**src/rtl/sram_ctrl.sv**
```systemverilog
// Asynchronous SRAM controller: one host access at a time, fixed-length strobe
// windows, every pad-side output driven from a register.
module sram_ctrl #(
    parameter int unsigned ADDR_W = 19,
    parameter int unsigned DATA_W = 8,
    parameter int unsigned RD_CYC = 3,
    parameter int unsigned WR_CYC = 3,
    parameter int unsigned TA_CYC = 1
) (
    input  logic              clk,
    input  logic              reset,
    input  logic              req_valid,
    output logic              req_ready,
    input  logic              req_we,
    input  logic [ADDR_W-1:0] req_addr,
    input  logic [DATA_W-1:0] req_wdata,
    output logic              rsp_valid,
    output logic [DATA_W-1:0] rsp_rdata,
    output logic [ADDR_W-1:0] ram_addr,
    input  logic [DATA_W-1:0] ram_dq_i,
    output logic [DATA_W-1:0] ram_dq_o,
    output logic [DATA_W-1:0] ram_dq_t,
    output logic              ram_ce_n,
    output logic              ram_oe_n,
    output logic              ram_we_n
);
    localparam int unsigned MAX_RW  = (RD_CYC > WR_CYC) ? RD_CYC : WR_CYC;
    localparam int unsigned MAX_CYC = (MAX_RW > TA_CYC) ? MAX_RW : TA_CYC;
    localparam int unsigned CNT_W   = (MAX_CYC > 1) ? $clog2(MAX_CYC) : 1;

    // Counter is loaded with (length - 1) and stops at zero.
    localparam logic [CNT_W-1:0] RD_LD = CNT_W'(RD_CYC - 1);
    localparam logic [CNT_W-1:0] WR_LD = CNT_W'(WR_CYC - 1);
    localparam logic [CNT_W-1:0] TA_LD = CNT_W'((TA_CYC > 0) ? (TA_CYC - 1) : 0);

    typedef enum logic [2:0] {IDLE, READ, WRITE, WREC, TURN} state_t;

    state_t             state, state_nxt;
    logic [CNT_W-1:0]   cnt, cnt_nxt;
    logic [ADDR_W-1:0]  addr_nxt;
    logic [DATA_W-1:0]  dq_o_nxt, dq_t_nxt, rdata_nxt;
    logic               ce_nxt, oe_nxt, we_nxt, rsp_valid_nxt, ready_nxt;

    always_comb begin
        state_nxt     = state;
        cnt_nxt       = (cnt != '0) ? (cnt - CNT_W'(1)) : cnt;
        addr_nxt      = ram_addr;
        dq_o_nxt      = ram_dq_o;
        dq_t_nxt      = ram_dq_t;
        ce_nxt        = ram_ce_n;
        oe_nxt        = ram_oe_n;
        we_nxt        = ram_we_n;
        rsp_valid_nxt = 1'b0;
        rdata_nxt     = rsp_rdata;

        case (state)
            IDLE: begin
                if (req_valid && req_ready) begin
                    addr_nxt = req_addr;
                    ce_nxt   = 1'b0;
                    if (req_we) begin
                        state_nxt = WRITE;
                        cnt_nxt   = WR_LD;
                        we_nxt    = 1'b0;
                        dq_t_nxt  = '0;
                        dq_o_nxt  = req_wdata;
                    end else begin
                        state_nxt = READ;
                        cnt_nxt   = RD_LD;
                        oe_nxt    = 1'b0;
                    end
                end
            end
            READ: begin
                if (cnt == '0) begin
                    state_nxt     = IDLE;
                    ce_nxt        = 1'b1;
                    oe_nxt        = 1'b1;
                    rsp_valid_nxt = 1'b1;
                    rdata_nxt     = ram_dq_i;
                end
            end
            WRITE: begin
                // WE rises first; address and data stay put for the hold cycle.
                if (cnt == '0) begin
                    state_nxt = WREC;
                    we_nxt    = 1'b1;
                end
            end
            WREC: begin
                ce_nxt   = 1'b1;
                dq_t_nxt = '1;
                if (TA_CYC == 0) begin
                    state_nxt = IDLE;
                end else begin
                    state_nxt = TURN;
                    cnt_nxt   = TA_LD;
                end
            end
            TURN: begin
                if (cnt == '0) state_nxt = IDLE;
            end
            default: begin
                state_nxt = IDLE;
                ce_nxt    = 1'b1;
                oe_nxt    = 1'b1;
                we_nxt    = 1'b1;
                dq_t_nxt  = '1;
            end
        endcase

        ready_nxt = (state_nxt == IDLE);
    end

    always_ff @(posedge clk) begin
        if (reset) begin
            state     <= IDLE;
            cnt       <= '0;
            req_ready <= 1'b0;
            rsp_valid <= 1'b0;
            rsp_rdata <= '0;
            ram_addr  <= '0;
            ram_dq_o  <= '0;
            ram_dq_t  <= '1;
            ram_ce_n  <= 1'b1;
            ram_oe_n  <= 1'b1;
            ram_we_n  <= 1'b1;
        end else begin
            state     <= state_nxt;
            cnt       <= cnt_nxt;
            req_ready <= ready_nxt;
            rsp_valid <= rsp_valid_nxt;
            rsp_rdata <= rdata_nxt;
            ram_addr  <= addr_nxt;
            ram_dq_o  <= dq_o_nxt;
            ram_dq_t  <= dq_t_nxt;
            ram_ce_n  <= ce_nxt;
            ram_oe_n  <= oe_nxt;
            ram_we_n  <= we_nxt;
        end
    end

endmodule

```
**config.mk**
```make
export PLATFORM = sky130hd
export DESIGN_NAME = sram_ctrl
export DESIGN_NICKNAME = d
export VERILOG_FILES = /design/src/rtl/sram_ctrl.sv
export SDC_FILE = /design/constraint.sdc
export NUM_CORES = 1
export LEC_CHECK = 0
export ABC_CLOCK_PERIOD_IN_PS = 2900
export CAP_MARGIN = 20
export CORE_ASPECT_RATIO = 1.2
export CORE_MARGIN = 3
export CORE_UTILIZATION = 35
export CTS_BUF_LIST = sky130_fd_sc_hd__clkbuf_8
export DETAILED_ROUTE_END_ITERATION = 12
export MAX_ROUTING_LAYER = met4
export PLACE_DENSITY_LB_ADDON = 0.12
export SYNTH_ARGS = -nofsm -noshare
export SYNTH_HDL_FRONTEND = slang
export SYNTH_SLANG_ARGS = --single-unit
export TNS_END_PERCENT = 50
```
**constraint.sdc**
```tcl
create_clock -name clk -period 2.9 [get_ports clk]
set_input_delay 0.58 -clock clk [delete_from_list [all_inputs] [get_ports clk]]
set_output_delay 0.58 -clock clk [all_outputs]
set_load 0.005 [all_outputs]
```
# Word-level counts from Yosys, hierarchy flattened
# Cells that the tools add are included.
# Widths: inputs -> output; s select.
# op_classes
n_eq_ne	9
n_lt_le_gt_ge	0
reduce_logical	18
n_shift	0
n_mul	0
n_addsub	1
muxes	21
div	0
bitwise	5
# op_table
operator	count
$mux 8	2
$pmux 8 s2	1
$pmux 3 s4	1
$ne 2x2->1 const B	5
$mux 3	3
$pmux 1 s3	3
$reduce_and 3->1	3
$reduce_or 3->1	3
$reduce_and 4->1	2
$mux 1	7
$eq 3x2->1 const B	2
$logic_not 3->1	2
$mux 2	3
$reduce_or 2->1	3
$not 1->1	5
$pmux 2 s2	1
$reduce_and 2->1	2
$eq 3x1->1 const B	1
$eq 3x3->1 const B	1
$logic_not 2->1	1
$reduce_bool 2->1	1
$sub 2x1->2 const B	1
$logic_and 1x1->1	1
# word_totals
inputBits	39
romBits	0
latch_bits	0
elab_cells	65
reg_bits	53
memories	0
out_inout_bits	48
ramBits	0

# Longest topological paths before layout
# logic_depth
word_depth	4
depth_mapped	7
ltp_nobuf	4

# Worst setup path after synthesis
# Ideal clock, no wire load.
# synth_timing
path_type	register -> register
start	reg state[0]
end	reg req_ready
stages_incl_launch_ff	7
period_less_slack_ns	1.613
setup_slack_ns	1.287
arrival_time_ns	1.482
required_time_ns	2.770
cell_sequence	dfxtp_1 > buf_2 > or2_1 > buf_2 > or3_4 > o22a_1 > nor4bb_1
# synth_between
elab_chain_len	4
elab_cells_between_ends	11
classes_between	4 x eq/ne; 4 x mux; 3 x reduce/logical
# synth_lines
item	line_no	text
start: declaration	38	state_t state, state_nxt;
start signal: assignment	129	state <= state_nxt;
$eq 3x3->1 or $eq 3x1->1 (tied branches)	56	case (state)
$reduce_or 2->1 (no source line)	-	
$pmux 3 s4 (*)	56	
$logic_not 3->1 (*)	112	ready_nxt = (state_nxt == IDLE);
end signal: assignment	131	req_ready <= ready_nxt;
end: declaration	13	output logic req_ready,
# Mark *: on every way between the ends. The rest lies on a longest branch, timed or not.
# A chain may end at the register's enable or synchronous reset.

==> summary.txt <==
Worst setup path
  – CP Capture Type: output port
  – Crit path cell chain: clkdlybuf4s50_1
  – Crit path launch: ram_dq_t[6]
  – R2r startpoint: state[0]
  – Required time worst endpoint: 2320 ps
  – Critical path depth in cells: 1
  – Slowest cell on crit path: clkdlybuf4s50_1
  – Crit-path max FO: 9
  – Data arrival, critical path: 1320 ps
  – Top cell family by delay on the critical path: buffers and inverters
  – Crit start category: flop
  – Register-to-Register Path Depth: 4
  – CP endpoint: ram_dq_t[5]
  – CP bufs+invs: 1
  – CP max stage delay: between 500 and 600 ps
  – Worst r2r dst: rsp_rdata[3]
  – Crit path kind: reg2out
  – R2R Setup Slk: approximately 1000 ps

CTS
  – CTS tree: yes
  – Max clock buf depth: 2
  – Post-CTS setup buffer count: 0
  – Clock sinks: 46
  – TritonCTS buffer count: 5
  – CTS HTree Levels: 2
  – Cts repair resizes: 0
  – Worst-skew pair later-pin latency: 290 ps
  – Clock transition at path regs: approximately 80 ps
  – Hold_buf cts: 0
  – Root buffer cell: clkbuf_8

Timing
  – Relative slew slack: around half
  – Worst Max-Slew Pin Slew: slightly below 800 ps
  – Clock skew: 5.40 ps
  – Max Clock Freq: 0.525 GHz
  – Slew Limit Fails: 0
  – Crit share post-route: about two thirds
  – Setup TNS: 0 ps
  – Final min period: between 1500 and 2000 ps
  – Final setup margin: 997 ps
  – RSZ-0062 raised after global routing: false
  – Final setup viols: 0
  – Fin. Hold Viols: 0

Route
  – Wirelength per Cell: about 12 microns
  – Drt pass-1 iters: 4
  – Initial DRC Count: 74
  – DR vias: about 1600
  – DRT antenna net count: 0
  – Vias per cell: roughly 4.8
  – Post-Route WL: about 4300 microns
  – DRC viols: 0

Pwr
  – Combinational share of power: between 10% and 20%
  – Clk pwr share: roughly 28%
  – Max VDD drop: around 0.28 mV
  – Lkg Pwr: about 1 nW
  – Cell-internal power: 979 uW
  – Flop pwr share: about 53%
  – Net switching power figure: 321 uW
  – Pwr Density: about 480 nW/um^2
  – Net Sw Frac: 24.7%

Logic synthesis
  – Sequential-to-total area share from yosys stat: 52.1%
  – Share of the synthesized area in the top cell type: a little over half
  – Synthesized area: 1770 sq um
  – Post-synthesis mux area share: under 10%
  – Flops & latches, synth: 46
  – Asr flop ratio synth: 0%
  – Gate Count Post-Synth: between 200 and 250
  – Synth Area in Simple Gates: roughly 22%
  – Number of synthesized flops with an enable pin: 0
  – Ranking of synthesized cells by area: dfxtp_1, nand2_1, a21oi_1, mux2i_1, buf_4
  – Ys Warns: 0
  – Yosys cell types: 30
  – Syn nets: ~250
  – Synth Area in XOR/XNOR: 0%
  – Post-synth top area cell: dfxtp_1
  – Ys flop type: dfxtp_1
  – Synth Area in Adders: 0%
  – Main combinational cell family by area after synthesis: simple AND/OR/NAND/NOR gates
  – Synth Area in Compound Gates: approximately 14%
  – Syn Area/Cell: between 8 and 9 sq um

Floorplan
  – Die height: ~84 microns
  – Area of the die: 5940 sq um
  – Starting density of the core: about 37%
  – Row count: 27
  – Top Ports: 87
  – Core ar.: roughly 4700 sq um
  – Die width: 70.9 microns

Cells and area
  – Share of layout cells above drive strength 1: under 10%
  – Finished Core Util: 57.5%
  – P&R area growth vs syn: 54.0%
  – Antenna Cells: 0
  – Nets: 326

Global route
  – Gr usage total: approximately 15%
  – Initial antenna violation count: 0
  – Number of global-route vias before repair: around 1600
  – Largest net degree at the start of global routing: 23
  – Global-route wire length before repair: ~7000 microns
  – Grt ovf: 0

Place
  – Gpl congestion: 0.730
  – Post-Place Worst Slack: slightly above 700 ps
  – Port Buf Inserts: 86
  – DPL Wire Length: roughly 3200 microns

Flow run
  – Number of max-cap violations: 0

Outcome
  – Outcome: finished, final reports clean

Min path
  – Worst Hold Class: reg2reg
metrics by stage:
step	area, sq um	power, mW	hold slack, ps	cells
3_3_place_gp	2640	0.958	441	338
2_1_floorplan	1770	0.813	453	209
3_5_place_dp	2640	0.960	446	338
6_report	2720	1.30	457	345
4_1_cts	2720	1.33	458	345
5_1_grt	2720	1.38	475	345
sequential cells by signal, summed over array words and instances, names as in the netlist:
register and count:
ram_addr 19, ram_dq_o 8, rsp_rdata 8, state 3, cnt 2, ram_ce_n 1
ram_dq_t 1, ram_oe_n 1, ram_we_n 1, req_ready 1, rsp_valid 1
cells in the mapped netlist, types with 2 or more instances:
master / n
nor2_1: 13
a21o_1: 2
buf_4: 8
nor2b_1: 2
mux2i_1: 8
dfxtp_1: 46
nor3_1: 3
o21bai_1: 3
nand2_1: 50
clkbuf_1: 7
nor4b_1: 2
buf_2: 7
nand3_1: 9
a21oi_1: 33
power groups by stage:
stage | logic [mW] | clock network, mW | registers, mW
5_1_grt | 0.275 | 0.408 | 0.696
4_1_cts | 0.255 | 0.380 | 0.691
3_5_place_dp | 0.254 | 0 | 0.706
2_1_floorplan | 0.111 | 0 | 0.702
3_3_place_gp | 0.253 | 0 | 0.705
6_report | 0.251 | 0.359 | 0.690
per-layer routing:
| metal | track usage (%) | routed length (microns) | up-vias |
|---|---|---|---|
| li1 | - | - | 847 |
| met3 | 4.94 | 328 | 4 |
| met2 | 25.0 | 2110 | 55 |
| met1 | 16.3 | 1790 | 735 |
| met4 | 5.64 | 59 | 0 |
| met5 | - | 0 | - |
cell families after synthesis:
family	after synthesis
compound gates	45
buf+inv	23
flops	46
mux	8
simple gates	87
layout by cell type, fill, tap and decap left out, drive strengths merged:
cell,count
clkdlybuf4s50,86
nand2,50
dfxtp,46
a21oi,33
nor2,13
nand3,9
mux2i,8
buf,7
clkbuf,5
nor3,4
o21bai,3
nor2b,2
a21o,2
nor4b,2
clkinv,2
or2,2
o21ai,2
or3,1
a31oi,1
nor4,1
o22a,1
a32oi,1
nor4bb,1
inv,1
and3,1
o22ai,1
o31ai,1
nand3b,1
cell type report:
cell class,instances,area [sq um]
fill,463,2010
sequential,46,921
timing repair buffer,93,913
multi-input combinational,140,731
tap,58,72.6
clock buffer,5,68.8
clock inverter,2,10.0
inverter,1,3.75
worst min-delay path by stage:
stage / to / cells after the start / slack (ps) / start
after floorplan: ram_addr[0] / 2 / 450 / ram_addr[0]
after global placement: rsp_rdata[5] / 2 / 440 / rsp_rdata[5]
after detailed placement: rsp_rdata[5] / 2 / 450 / rsp_rdata[5]
after CTS: rsp_rdata[5] / 2 / 460 / rsp_rdata[5]
after global routing: ram_addr[0] / 2 / 470 / ram_addr[0]
final: rsp_rdata[2] / 2 / 460 / rsp_rdata[2]
Note: power is estimated with default switching activity, not from simulation.
